<file path="src/rtl/event_timestamp_queue_if.sv">
// Read-side bus of the event timestamp queue: pop request, popped entry and FIFO status.
// The master is the DSP control logic, the slave is the queue itself.
interface event_timestamp_queue_if #(
    parameter int CH_W  = 2,
    parameter int TS_W  = 16,
    parameter int DEPTH = 8
);
    localparam int LVL_W = $clog2(DEPTH) + 1;

    logic                 rd_en_i;
    logic [CH_W+TS_W-1:0] rd_data_o;
    logic                 rd_valid_o;
    logic                 empty_o;
    logic                 full_o;
    logic [LVL_W-1:0]     level_o;

    modport master (
        output rd_en_i,
        input  rd_data_o,
        input  rd_valid_o,
        input  empty_o,
        input  full_o,
        input  level_o
    );

    modport slave (
        input  rd_en_i,
        output rd_data_o,
        output rd_valid_o,
        output empty_o,
        output full_o,
        output level_o
    );
endinterface

</file>
<file path="src/rtl/event_timestamp_queue.sv">
// Round-robin capture of latched event flags into a {channel, timestamp} FIFO,
// with a one-cycle clear pulse back to the originating latch and a registered read port.
module event_timestamp_queue #(
    parameter int N_CH  = 4,
    parameter int TS_W  = 16,
    parameter int DEPTH = 8
) (
    input  logic                   clk_i,
    input  logic                   rst_ni,
    input  logic [N_CH-1:0]        event_i,
    output logic [N_CH-1:0]        clr_o,
    input  logic                   enable_i,
    input  logic                   ts_clr_i,
    output logic                   overflow_o,
    input  logic                   ovf_clr_i,
    event_timestamp_queue_if.slave rd_bus
);
    localparam int CH_W  = (N_CH > 1) ? $clog2(N_CH) : 1;
    localparam int PTR_W = $clog2(DEPTH);
    localparam int LVL_W = PTR_W + 1;
    localparam int ENT_W = CH_W + TS_W;

    logic [ENT_W-1:0] mem_q [DEPTH];

    logic [TS_W-1:0]  ts_q,       ts_d;
    logic [CH_W-1:0]  rr_q,       rr_d;
    logic [PTR_W-1:0] wr_ptr_q,   wr_ptr_d;
    logic [PTR_W-1:0] rd_ptr_q,   rd_ptr_d;
    logic [LVL_W-1:0] count_q,    count_d;
    logic             empty_q,    empty_d;
    logic             full_q,     full_d;
    logic [N_CH-1:0]  clr_q,      clr_d;
    logic             ovf_q,      ovf_d;
    logic [ENT_W-1:0] rd_data_q,  rd_data_d;
    logic             rd_valid_q, rd_valid_d;

    logic [N_CH-1:0]  pend_s;
    logic [N_CH-1:0]  pend_rot_s;
    logic             win_found_s;
    logic [CH_W-1:0]  win_off_s;
    logic [CH_W:0]    win_sum_s;
    logic [CH_W-1:0]  win_s;
    logic             cap_s;
    logic             ovf_set_s;
    logic             rd_fire_s;

    // Round-robin pick: rotate so rr_q sits at bit 0, take the lowest set bit, map back.
    always_comb begin
        pend_s      = event_i & ~clr_q;
        pend_rot_s  = N_CH'({pend_s, pend_s} >> rr_q);
        win_found_s = 1'b0;
        win_off_s   = '0;
        for (int i = 0; i < N_CH; i++) begin
            if (!win_found_s && pend_rot_s[i]) begin
                win_found_s = 1'b1;
                win_off_s   = CH_W'(i);
            end else begin
                win_found_s = win_found_s;
            end
        end
        win_sum_s = {1'b0, rr_q} + {1'b0, win_off_s};
        if (win_sum_s >= (CH_W+1)'(N_CH)) begin
            win_sum_s = win_sum_s - (CH_W+1)'(N_CH);
        end else begin
            win_sum_s = win_sum_s;
        end
        win_s = win_sum_s[CH_W-1:0];
    end

    // Next state: capture and read are both judged on the pre-edge count, so a
    // full FIFO blocks capture and an empty FIFO ignores a read even if the other side moves.
    always_comb begin
        cap_s     = enable_i & ~full_q & win_found_s;
        ovf_set_s = enable_i &  full_q & win_found_s;
        rd_fire_s = rd_bus.rd_en_i & ~empty_q;

        if (ts_clr_i) begin
            ts_d = '0;
        end else begin
            ts_d = ts_q + TS_W'(1'b1);
        end

        if (cap_s) begin
            wr_ptr_d = wr_ptr_q + PTR_W'(1'b1);
            clr_d    = N_CH'(1'b1) << win_s;
            if (win_s == CH_W'(N_CH - 1)) begin
                rr_d = '0;
            end else begin
                rr_d = win_s + CH_W'(1'b1);
            end
        end else begin
            wr_ptr_d = wr_ptr_q;
            clr_d    = '0;
            rr_d     = rr_q;
        end

        if (rd_fire_s) begin
            rd_ptr_d  = rd_ptr_q + PTR_W'(1'b1);
            rd_data_d = mem_q[rd_ptr_q];
        end else begin
            rd_ptr_d  = rd_ptr_q;
            rd_data_d = rd_data_q;
        end
        rd_valid_d = rd_fire_s;

        case ({cap_s, rd_fire_s})
            2'b10:   count_d = count_q + LVL_W'(1'b1);
            2'b01:   count_d = count_q - LVL_W'(1'b1);
            default: count_d = count_q;
        endcase
        empty_d = (count_d == LVL_W'(1'b0));
        full_d  = (count_d == LVL_W'(DEPTH));

        // Set dominates clear so a stall in the clearing cycle is never lost.
        if (ovf_set_s) begin
            ovf_d = 1'b1;
        end else if (ovf_clr_i) begin
            ovf_d = 1'b0;
        end else begin
            ovf_d = ovf_q;
        end
    end

    // State registers with synchronous active-low reset.
    always_ff @(posedge clk_i) begin
        if (!rst_ni) begin
            ts_q       <= '0;
            rr_q       <= '0;
            wr_ptr_q   <= '0;
            rd_ptr_q   <= '0;
            count_q    <= '0;
            empty_q    <= 1'b1;
            full_q     <= 1'b0;
            clr_q      <= '0;
            ovf_q      <= 1'b0;
            rd_data_q  <= '0;
            rd_valid_q <= 1'b0;
        end else begin
            ts_q       <= ts_d;
            rr_q       <= rr_d;
            wr_ptr_q   <= wr_ptr_d;
            rd_ptr_q   <= rd_ptr_d;
            count_q    <= count_d;
            empty_q    <= empty_d;
            full_q     <= full_d;
            clr_q      <= clr_d;
            ovf_q      <= ovf_d;
            rd_data_q  <= rd_data_d;
            rd_valid_q <= rd_valid_d;
        end
    end

    // FIFO storage; contents need no reset since the pointers define validity.
    always_ff @(posedge clk_i) begin
        if (rst_ni && cap_s) begin
            mem_q[wr_ptr_q] <= {win_s, ts_q};
        end
    end

    assign clr_o             = clr_q;
    assign overflow_o        = ovf_q;
    assign rd_bus.rd_data_o  = rd_data_q;
    assign rd_bus.rd_valid_o = rd_valid_q;
    assign rd_bus.empty_o    = empty_q;
    assign rd_bus.full_o     = full_q;
    assign rd_bus.level_o    = count_q;
endmodule

</file>
<file path="src/flat_wrapper.sv">
// flat-port wrapper written by rule: the top's interface ports become plain ports
module event_timestamp_queue_flat 
#(
    parameter int N_CH  = 4,
    parameter int TS_W  = 16,
    parameter int DEPTH = 8
)
  (clk_i, rst_ni, event_i, clr_o, enable_i, ts_clr_i, overflow_o, ovf_clr_i, rd_bus_rd_en_i, rd_bus_rd_data_o, rd_bus_rd_valid_o, rd_bus_empty_o, rd_bus_full_o, rd_bus_level_o);
  event_timestamp_queue_if #(.CH_W((2)), .TS_W(TS_W), .DEPTH(DEPTH)) rd_bus_i ();
  input  logic clk_i;
  input  logic rst_ni;
  input  logic [N_CH-1:0] event_i;
  output logic [N_CH-1:0] clr_o;
  input  logic enable_i;
  input  logic ts_clr_i;
  output logic overflow_o;
  input  logic ovf_clr_i;
  input wire logic [$bits(rd_bus_i.rd_en_i)-1:0] rd_bus_rd_en_i;
  output wire logic [$bits(rd_bus_i.rd_data_o)-1:0] rd_bus_rd_data_o;
  output wire logic [$bits(rd_bus_i.rd_valid_o)-1:0] rd_bus_rd_valid_o;
  output wire logic [$bits(rd_bus_i.empty_o)-1:0] rd_bus_empty_o;
  output wire logic [$bits(rd_bus_i.full_o)-1:0] rd_bus_full_o;
  output wire logic [$bits(rd_bus_i.level_o)-1:0] rd_bus_level_o;
  assign rd_bus_i.rd_en_i = rd_bus_rd_en_i;
  assign rd_bus_rd_data_o = rd_bus_i.rd_data_o;
  assign rd_bus_rd_valid_o = rd_bus_i.rd_valid_o;
  assign rd_bus_empty_o = rd_bus_i.empty_o;
  assign rd_bus_full_o = rd_bus_i.full_o;
  assign rd_bus_level_o = rd_bus_i.level_o;
  event_timestamp_queue #(.N_CH(N_CH), .TS_W(TS_W), .DEPTH(DEPTH)) u_core (.clk_i(clk_i), .rst_ni(rst_ni), .event_i(event_i), .clr_o(clr_o), .enable_i(enable_i), .ts_clr_i(ts_clr_i), .overflow_o(overflow_o), .ovf_clr_i(ovf_clr_i), .rd_bus(rd_bus_i));
endmodule
</file>
<file path="config.mk">
export PLATFORM = sky130hd
export DESIGN_NAME = event_timestamp_queue_flat
export DESIGN_NICKNAME = d
export VERILOG_FILES = /design/src/rtl/event_timestamp_queue_if.sv /design/src/rtl/event_timestamp_queue.sv /design/src/flat_wrapper.sv
export SDC_FILE = /design/constraint.sdc
export NUM_CORES = 1
export LEC_CHECK = 0
export ABC_AREA = 1
export CAP_MARGIN = 40
export CELL_PAD_IN_SITES_DETAIL_PLACEMENT = 1
export CELL_PAD_IN_SITES_GLOBAL_PLACEMENT = 1
export CORE_UTILIZATION = 37
export CTS_BUF_LIST = sky130_fd_sc_hd__clkbuf_4 sky130_fd_sc_hd__clkbuf_8 sky130_fd_sc_hd__clkbuf_16
export CTS_CLUSTER_SIZE = 12
export DETAILED_ROUTE_END_ITERATION = 12
export DONT_BUFFER_PORTS = 1
export PLACE_DENSITY = 0.66
export REMOVE_ABC_BUFFERS = 1
export SLEW_MARGIN = 20
export SYNTH_ARGS = -nofsm -noshare
export SYNTH_HDL_FRONTEND = slang
export SYNTH_SLANG_ARGS = --single-unit
export TNS_END_PERCENT = 20
</file>
<file path="constraint.sdc">
create_clock -name clk_i -period 3.7 [get_ports clk_i]
set_clock_uncertainty 0.15 [all_clocks]
set_input_delay 0.74 -clock clk_i [delete_from_list [all_inputs] [get_ports clk_i]]
set_output_delay 0.74 -clock clk_i [all_outputs]
set_load 0.005 [all_outputs]
</file>
# Yosys cells after proc, flatten, opt, wreduce, memory -nomap -nowiden
# Memories as Yosys holds them, arrays and structs flattened. A register that Yosys moved wholly into a read port is not among the register bits.
# Cells that the tools add are included.
# op_classes
muxes,14
eq_ne,4
n_addsub,8
magnitude_cmp,1
shift,2
n_reduce_logical,12
bitwise,10
# op_table
operator,count
"16-bit by 1-bit adder with 16-bit output, second input constant",1
1-bit 2-to-1 mux,9
2-bit 2-to-1 mux,4
4-bit one-hot mux with 2 select lines,1
8-bit by 2-bit right shift with 4-bit output,1
"3-bit by 1-bit adder with 3-bit output, second input constant",2
1-bit AND,5
"4-bit by 1-bit adder with 4-bit output, second input constant",1
4-bit AND,1
"2-bit equality test, second input constant",2
"4-bit equality test, second input constant",1
1-bit logical AND,4
1-bit zero test,4
4-bit zero test,1
4-bit inverter,1
"1-bit by 2-bit left shift with 4-bit output, first input constant",1
"4-bit by 1-bit subtractor with 4-bit output, second input constant",1
2-bit by 2-bit adder with 3-bit output,1
"3-bit >= comparator, second input constant",1
1-bit inverter,3
"2-bit by 1-bit adder with 2-bit output, second input constant",1
"2-bit by 1-bit equality test with 1-bit output, second input constant",1
2-bit AND reduction,1
2-bit nonzero test,1
other kinds (2),2
# word_totals
word_cells,62
ramBits,144
inputBits,10
out_inout_bits,30
regBits,36
n_memories,1
# mem_list
name,depth,word_bits,read_ports,rd_ports_with_merged_regs,wr,line,rtl
u_core.mem_q,8,18,1,1,1,event_timestamp_queue.sv:23,logic [ENT_W-1:0] mem_q [DEPTH];

# Longest topological paths before layout
# Gate-level depths: netlist of the first run.
# depth
depth_word,18
mapped_depth,19
depth_no_buf,19

# Worst setup path after synthesis of the first run
# Ideal clock, no wire load.
# synth_path
path_kind,input to register
startpoint,input port event_i[3]
endpoint,memory u_core.mem_q[0][0] (netlist bit) (enable)
path_stages,10
setup_time_ns,0.392
required_ns,3.158
setup_slack_ns,0.877
arrival_time_ns,2.280
path_buffers,0
path_cell_list,nand3_1 nand3_1 nand2_1 nand2_2 inv_1 nand2_2 nand3_4 inv_1 nand2_2 nor2_1
# synth_via
elab_chain_cells,16
# synth_rtl
item,line,rtl
start: declaration,flat_wrapper.sv:12,input logic [N_CH-1:0] event_i;
4-bit AND *,event_timestamp_queue.sv:49,pend_s = event_i & ~clr_q;
8-bit by 2-bit right shift with 4-bit output *,event_timestamp_queue.sv:50,"pend_rot_s = N_CH'({pend_s, pend_s} >> rr_q);"
1-bit 2-to-1 mux,event_timestamp_queue.sv:54,if (!win_found_s && pend_rot_s[i]) begin
1-bit zero test,event_timestamp_queue.sv:54,
1-bit logical AND,event_timestamp_queue.sv:54,
1-bit 2-to-1 mux,event_timestamp_queue.sv:54,
1-bit zero test,event_timestamp_queue.sv:54,
1-bit logical AND,event_timestamp_queue.sv:54,
1-bit 2-to-1 mux,event_timestamp_queue.sv:54,
1-bit zero test,event_timestamp_queue.sv:54,
1-bit logical AND,event_timestamp_queue.sv:54,
1-bit 2-to-1 mux *,event_timestamp_queue.sv:54,
1-bit AND *,event_timestamp_queue.sv:73,cap_s = enable_i & ~full_q & win_found_s;
1-bit logical AND *,event_timestamp_queue.sv:155,if (rst_ni && cap_s) begin
1-bit 2-to-1 mux *,event_timestamp_queue.sv:155,
1-bit 2-to-1 mux (not written as such) *,event_timestamp_queue.sv:156,"mem_q[wr_ptr_q] <= {win_s, ts_q};"
end: declaration,event_timestamp_queue.sv:23,
# Every way passes the cells marked *; elsewhere a longest branch is shown, timed or not.

# Worst setup path in the final report of the first run
# layout_path
startpoint,register u_core.rr_q[0]
endpoint,register u_core.empty_q (netlist: u_core.rd_bus.empty_o)
# layout_via
elab_chain_cells,15
word_cells_on_any_way,16
classes_between,eq/ne: 2; shift: 1; mux: 5; bitwise: 1; reduce/logical: 7
# layout_rtl
item,line,rtl
start: declaration,event_timestamp_queue.sv:26,"logic [CH_W-1:0] rr_q, rr_d;"
start signal: assignment,event_timestamp_queue.sv:140,rr_q <= rr_d;
8-bit by 2-bit right shift with 4-bit output *,event_timestamp_queue.sv:50,
1-bit 2-to-1 mux,event_timestamp_queue.sv:54,
1-bit zero test,event_timestamp_queue.sv:54,
1-bit logical AND,event_timestamp_queue.sv:54,
1-bit 2-to-1 mux,event_timestamp_queue.sv:54,
1-bit zero test,event_timestamp_queue.sv:54,
1-bit logical AND,event_timestamp_queue.sv:54,
1-bit 2-to-1 mux,event_timestamp_queue.sv:54,
1-bit zero test,event_timestamp_queue.sv:54,
1-bit logical AND,event_timestamp_queue.sv:54,
1-bit 2-to-1 mux *,event_timestamp_queue.sv:54,
1-bit AND *,event_timestamp_queue.sv:73,
2-bit by 1-bit equality test with 1-bit output / 2-bit equality test (equally long branches),event_timestamp_queue.sv:106,"case ({cap_s, rd_fire_s})"
4-bit one-hot mux with 2 select lines *,event_timestamp_queue.sv:106,
4-bit zero test *,event_timestamp_queue.sv:111,empty_d = (count_d == LVL_W'(1'b0));
end signal: assignment,event_timestamp_queue.sv:144,empty_q <= empty_d;
end: declaration,event_timestamp_queue.sv:30,"logic empty_q, empty_d;"
# Marked as above.
# A chain may end at the register's enable or synchronous reset.

==> impl_results.md, run 1 <==
- # diodes: 0
- Pre-Repair DR Iteration Count: 4
- First-pass GRT wire length: 29.0 mm
- Leakage power: 3.00 nW
- Vias per cell: 5.35
- Num Clock Sinks: 198
- RSZ-0062 raised after global routing: false
- Fraction of layout instances using a drive strength above 1: 10.3%
- Clock buffer depth: 2
- Final period util: 76.9%
- Post-route cell area: 8740 um^2
- Post-DP HPWL: 10.9 mm
- Clock slew at reported path FFs: 0.07 ns
- Register bit total from synthesis: 198
- Worst skew pair latency: 0.43 ns
- Mapped Area: 7810 um^2
- Critical-path maximum fanout: 10
- DRT Wirelength: 18.5 mm
- Die Area: 21700 um^2
- Finished Layout Cells: 943
- GRT overflow: 0
- Syn Inst Count: 658
- Min Tclk post-route: 2.85 ns
- Core Box Area: 20500 um^2
- Clock root buffer master: clkbuf_16
- Placed cell area: 8150 um^2
- Peak Freq: 0.351 GHz
- Relative slew slack: 53.4%
- Area growth syn-to-layout: 11.8%
- Post-CTS sizing: 0
- Initial antenna violation count: 0
- H-tree lvl count: 4
- Pins Over Slew Limit: 0
- Least-Margin Pin Slew: 0.699 ns
- Crit path DAT: 3.06 ns
- Fill cells: 2170
- # port buffers: 0
- R2r worst-path depth: 17
- Post-layout nets: 677
- Num CTS Buffers: 17
- Initial Util: 38.1%
- Pwr Total: 5.72 mW
- HP Class: primary input to flop
- Mapped Avg Cell Area: 11.9 um^2
- Commonest cells after routing, fill and taps aside: edfxtp_1 (144), nor2_1 (110), o21ai_0 (79)
- Die width: 147 um
- GP Congestion: 0.804
- Critical Path Start Type: flop
- # setup viols final: 0
- DRT iter0 DRCs: 219
- Cell Pwr Density: 655 nW/um^2
- Ports: 40
- Chip Height: 147 um
- Final setup TNS: 0 ns
- Crit end category: flop
- Max cap viols: 0
- Number of hold buffers added after cts: 0
- Worst EP required: 3.91 ns
- Outcome: finished clean
- Register area share after synthesis: 69.2%
- Row count: 52
- CP Class: flop to flop
- Worst Hold Path Cells: 1
- Synth unique cells: 34
- Vias in the first global route: 5332
- CTS tree: built
- Commonest non-fill, non-tap cell in the layout: edfxtp_1
- GRT Resource Usage Total: 17.8%
- Number of setup buffers added after CTS: 0
- Synth warn: 0
- Final hold vios: 0
- WL/cell: 19.6 um
- Pin count of the biggest net entering global routing: 57
- Vias: 5049
- Worst vdd ir: 0.000283 V
- Final ANT Viol Nets: 0
- Drc violations: 0
- Number of placed cells counting well taps: 910
worst max-delay path, stage by stage (launching register included):
cell	delay [ns]
dfxtp_1	0.48
nand3_1	0.18
nand3_1	0.14
nand2_1	0.08
nand2_2	0.08
inv_1	0.05
nand2_2	0.08
nand3_4	0.14
ha_1	0.27
nand2_1	0.08
inv_1	0.05
nor2_1	0.13
ha_1	0.17
a21oi_1	0.05
xor2_1	0.18
mux2i_1	0.19
nand3_1	0.11
o21ai_0	0.16
cells by family after synthesis:
logic type | count (synthesis) | share of synthesized area, %
AOI/OAI and AO/OA | 154 | 11.4
xor gates and xnor gates | 8 | 0.897
adders and majority gates | 7 | 1.12
buffers and inverters | 69 | 3.55
DFF | 198 | 69.2
muxes | 20 | 2.56
and+or+nand+nor | 202 | 11.3
synthesized netlist by cell type:
| cell type | instances | share of area (%) |
|---|---|---|
| nand3_4 | 1 | 0.22 |
| edfxtp_1 | 144 | 55 |
| nor3_1 | 10 | 0.64 |
| nand3_2 | 1 | 0.13 |
| o22ai_1 | 10 | 0.80 |
| dfxtp_1 | 54 | 14 |
| nand3_1 | 30 | 1.9 |
| nand2_2 | 4 | 0.32 |
| o32ai_1 | 13 | 1.5 |
| nor2_1 | 111 | 5.3 |
| clkinv_1 | 1 | 0.048 |
| o221ai_1 | 13 | 1.5 |
| mux2i_1 | 20 | 2.6 |
| nor3_2 | 3 | 0.38 |
| nor2_4 | 3 | 0.43 |
| buf_4 | 1 | 0.096 |
| xor2_1 | 6 | 0.67 |
| a21oi_1 | 33 | 2.1 |
| buf_1 | 2 | 0.096 |
| nand2_1 | 38 | 1.8 |
| inv_1 | 31 | 1.5 |
| clkbuf_1 | 18 | 0.86 |
| clkbuf_2 | 1 | 0.064 |
| a31oi_1 | 1 | 0.080 |
| o21ai_2 | 1 | 0.11 |
| nand4_1 | 1 | 0.080 |
| buf_2 | 11 | 0.70 |
| o21a_1 | 1 | 0.096 |
| a21boi_0 | 1 | 0.096 |
| ha_1 | 7 | 1.1 |
| o21ai_0 | 79 | 5.1 |
| o21ai_1 | 2 | 0.13 |
| xnor2_1 | 2 | 0.22 |
| inv_2 | 4 | 0.19 |
routing by layer:
layer / GRT usage (%) / share of wire [%]
met3: 4.10 / 3.2
met4: 6.70 / 1.8
met2: 31.6 / 52
met5: 0 / 0
met1: 20.8 / 43
worst paths after layout:
kind | startpoint | to | slack (ns)
worst max-delay path | u_core.rr_q[0]$_SDFFE_PN0N_ | u_core.rd_bus.empty_o$_SDFF_PN1_ | 0.85
worst min-delay path | rst_ni | u_core.rd_bus.empty_o$_SDFF_PN1_ | 0.25
worst max register to register | u_core.rr_q[0]$_SDFFE_PN0N_ | u_core.rd_bus.empty_o$_SDFF_PN1_ | 0.85
worst min register to register | u_core.overflow_o$_SDFFE_PN0P_ | u_core.overflow_o$_SDFFE_PN0P_ | 0.35
layout make-up:
type | count | area (um^2) | area share (%)
clock buffers | 24 | 484 | 5.54
multi-input cells | 391 | 2140 | 24.5
flip-flops and latches | 198 | 5410 | 61.9
well taps | 270 | 338 | 3.87
clock inverters | 8 | 78.8 | 0.902
repair buffers | 16 | 153 | 1.75
inverters | 36 | 135 | 1.55
registers in the layout (all words and copies together), names as in the netlist:
register / flops
u_core.rd_bus.level_o: 4
u_core.clr_o: 4
u_core.rd_bus.empty_o: 1
u_core.overflow_o: 1
u_core.rd_bus.rd_valid_o: 1
u_core.ts_q: 16
u_core.wr_ptr_q: 3
u_core.rd_bus.full_o: 1
u_core.rd_bus.rd_data_o: 18
u_core.rr_q: 2
u_core.rd_ptr_q: 3
u_core.mem_q: 144
power by group:
group / switching [mW] / internal (mW) / leakage (nW)
Clock: 0.783 / 0.989 / 0.271
Sequential: 0.175 / 2.63 / 1.82
Combinational: 0.776 / 0.372 / 0.907
Total: 1.73 / 3.99 / 3.00
stage by stage:
stage                     worst slack [ns]  hold WS (ns)  util [%]
after global routing                 0.617         0.240      42.6
after global placement               0.839         0.327      39.6
final                                0.854         0.254      42.6
after detailed placement             0.664         0.330      39.7
after floorplan                      0.106         0.310         -
after CTS                            0.853         0.233      42.5
(Power assumes the default switching activity.)
==> run 2, diff against run 1 <==
- PLACE_DENSITY: 0.66 -> 0.68
- clock period: 3.7 -> 2.6 ns (I/O delays scaled with it)
==> impl_results.md, run 2 (synthesized netlist as in run 1, its figures left out) <==
- Worst skew pair latency: 0.43 ns (about the same)
- R2r setup slk: 0.15 ns (was 0.85 ns)
- DRT iter0 DRCs: 218 (was 219)
- Least-Margin Pin Slew: 0.450 ns (was 0.699 ns)
- Peak Freq: 0.408 GHz (was 0.351 GHz)
- Worst EP required: 2.82 ns (was 3.91 ns)
- Drc violations: 0 (unchanged)
- Worst vdd ir: 0.000381 V (was 0.000283 V)
- # diodes: 0 (unchanged)
- Hold Startpoint: rst_ni (unchanged)
- Fraction of layout instances using a drive strength above 1: 15.9% (was 10.3%)
- HP Class: primary input to flop (unchanged)
- Worst Hold Path Cells: 1 (unchanged)
- Clock root buffer master: clkbuf_16 (unchanged)
- WL/cell: 19.8 um (was 19.6 um)
- Vias: 5073 (was 5049)
- Post-layout nets: 686 (was 677)
- Worst r2r src: u_core.rr_q[0]$_SDFFE_PN0N_ (unchanged)
- Post-DP HPWL: 11.5 mm (was 10.9 mm)
- DRT Wirelength: 18.9 mm (was 18.5 mm)
- Cells along the critical path: inv_6 > nand3_2 > nand3_2 > nand2_2 > nand2_2 > inv_1 > nand2_4 > nand3_4 > ha_4 > xnor2_1 > nor2_1 > a21oi_1 > nand2_1 > xor2_1 > nand2_1 > nor2_1 (was nand3_1 > nand3_1 > nand2_1 > nand2_2 > inv_1 > nand2_2 > nand3_4 > ha_1 > nand2_1 > inv_1 > nor2_1 > ha_1 > a21oi_1 > xor2_1 > mux2i_1 > nand3_1 > o21ai_0)
- Min-Delay Endpoint: u_core.rd_bus.empty_o$_SDFF_PN1_ (unchanged)
- Layout Utilization: 44.2% (was 42.6%)
- Commonest cells after routing, fill and taps aside: edfxtp_1 (144), nor2_1 (108), o21ai_0 (78) (was edfxtp_1 (144), nor2_1 (110), o21ai_0 (79))
- Commonest non-fill, non-tap cell in the layout: edfxtp_1 (unchanged)
- CP top delay family: simple AND/OR/NAND/NOR gates (unchanged)
- # port buffers: 0 (unchanged)
- GRT overflow: 0 (unchanged)
- Slowest-stage cell, CP: dfxtp_4 (was dfxtp_1)
- Initial antenna violation count: 0 (unchanged)
- Vias per cell: 5.33 (was 5.35)
- Worst flop-to-flop path endpoint: u_core.rd_bus.full_o$_SDFF_PN0_ (was u_core.rd_bus.empty_o$_SDFF_PN1_)
- WP buf/inv: 2 (unchanged)
- Number of setup buffers added after CTS: 0 (unchanged)
- Crit path DAT: 2.67 ns (was 3.06 ns)
- # setup viols final: 0 (unchanged)
- Critical Path Start Type: flop (unchanged)
- Final period util: 94.2% (was 76.9%)
- Max cap viols: 0 (unchanged)
- H-tree lvl count: 4 (unchanged)
- Num Clock Sinks: 198 (unchanged)
- Row count: 52 (unchanged)
- First-pass GRT wire length: 29.2 mm (was 29.0 mm)
- Ports: 40 (unchanged)
- CP Class: flop to flop (unchanged)
- Chip Height: 147 um (unchanged)
- Crit end category: flop (unchanged)
- Die Area: 21700 um^2 (unchanged)
- Num CTS Buffers: 17 (unchanged)
- Area growth syn-to-layout: 15.9% (was 11.8%)
- Critical-path maximum fanout: 7 (was 10)
- Final hold vios: 0 (unchanged)
- Outcome: finished clean (unchanged)
- Pre-Repair DR Iteration Count: 5 (was 4)
- Pin count of the biggest net entering global routing: 75 (was 57)
- CTS tree: built (unchanged)
- Relative slew slack: 70.0% (was 53.4%)
- Cell Pwr Density: 959 nW/um^2 (was 655 nW/um^2)
- GRT Resource Usage Total: 18.1% (was 17.8%)
- Min Tclk post-route: 2.45 ns (was 2.85 ns)
- Clock slew at reported path FFs: 0.07 ns (about the same)
- Max reg flops: 144 (unchanged)
- Initial Util: 38.1% (unchanged)
- Hold_ws: 0.0396 ns (was 0.254 ns)
- Pwr Total: 8.68 mW (was 5.72 mW)
- GP Congestion: 0.821 (was 0.804)
- Pins Over Slew Limit: 0 (unchanged)
- Final ANT Viol Nets: 0 (unchanged)
- Top reg by flops: u_core.mem_q (unchanged)
- Core Box Area: 20500 um^2 (unchanged)
- Leakage power: 3.12 nW (was 3.00 nW)
- Max stage delay on crit path: 0.39 ns (was 0.48 ns)
- Clock buffer depth: 2 (unchanged)
- Vias in the first global route: 5492 (was 5332)
- R2r worst-path depth: 16 (was 17)
- Die width: 147 um (unchanged)
[run 2: worst max path at each step]
stage / startpoint / endpoint / slack [ns] / depth (start not counted)
3_3_place_gp: event_i[3] / u_core.rd_bus.empty_o$_SDFF_PN1_ / 0.08 / 17
2_1_floorplan: u_core.rd_ptr_q[0]$_SDFFE_PN0P_ / u_core.rd_bus.rd_data_o[0]$_SDFFE_PN0P_ / -0.99 / 5
6_report: u_core.rr_q[0]$_SDFFE_PN0N_ / u_core.rd_bus.full_o$_SDFF_PN0_ / 0.15 / 16
3_5_place_dp: event_i[3] / u_core.rd_bus.empty_o$_SDFF_PN1_ / -0.10 / 17
5_1_grt: u_core.rr_q[0]$_SDFFE_PN0N_ / u_core.rd_bus.full_o$_SDFF_PN0_ / -0.01 / 16
4_1_cts: u_core.clr_o[0]$_SDFF_PP0_ / u_core.rd_bus.empty_o$_SDFF_PN1_ / 0.02 / 18
[run 2: power by group]
part	leakage [nW]	switching (mW)	internal [mW]
logic	0.988	1.25	0.620
clock network	0.309	1.12	1.71
registers	1.82	0.226	3.75
[run 2: layer usage]
layer	routed length, um	GRT usage, %	part of all wire [%]	vias up
met5	0	0	0	-
met2	10200	33.2	54	75
met3	510	4.10	2.7	39
met4	516	8.71	2.7	0
met1	7690	19.4	41	2573
li1	-	-	-	2386
[run 2: cell type report]
class                      count  area [um^2]
clock inverter                13          201
sequential                   198         5420
fill                        2114        11400
tap                          270          338
timing repair buffer          25          250
inverter                      36          140
multi-input combinational    391         2270
clock buffer                  18          433
[run 2: timing repair]
action / in CTS / in global routing
resized for setup: 3 / 40
endpoints found under the setup margin: 2 / 15
pin swaps: 0 / 5
hold buffers: 0 / 0
[run 2: through the flow]
stage / instance area [um^2] / TNS (ns) / worst slack [ns] / std cells
6_report: 9050 / 0 / 0.151 / 951
5_1_grt: 9050 / -0.0228 / -0.0114 / 951
4_1_cts: 8910 / 0 / 0.0206 / 951
3_5_place_dp: 8270 / -0.137 / -0.103 / 920
3_3_place_gp: 8270 / 0 / 0.0774 / 920
2_1_floorplan: 7670 / -21.30 / -0.994 / 625
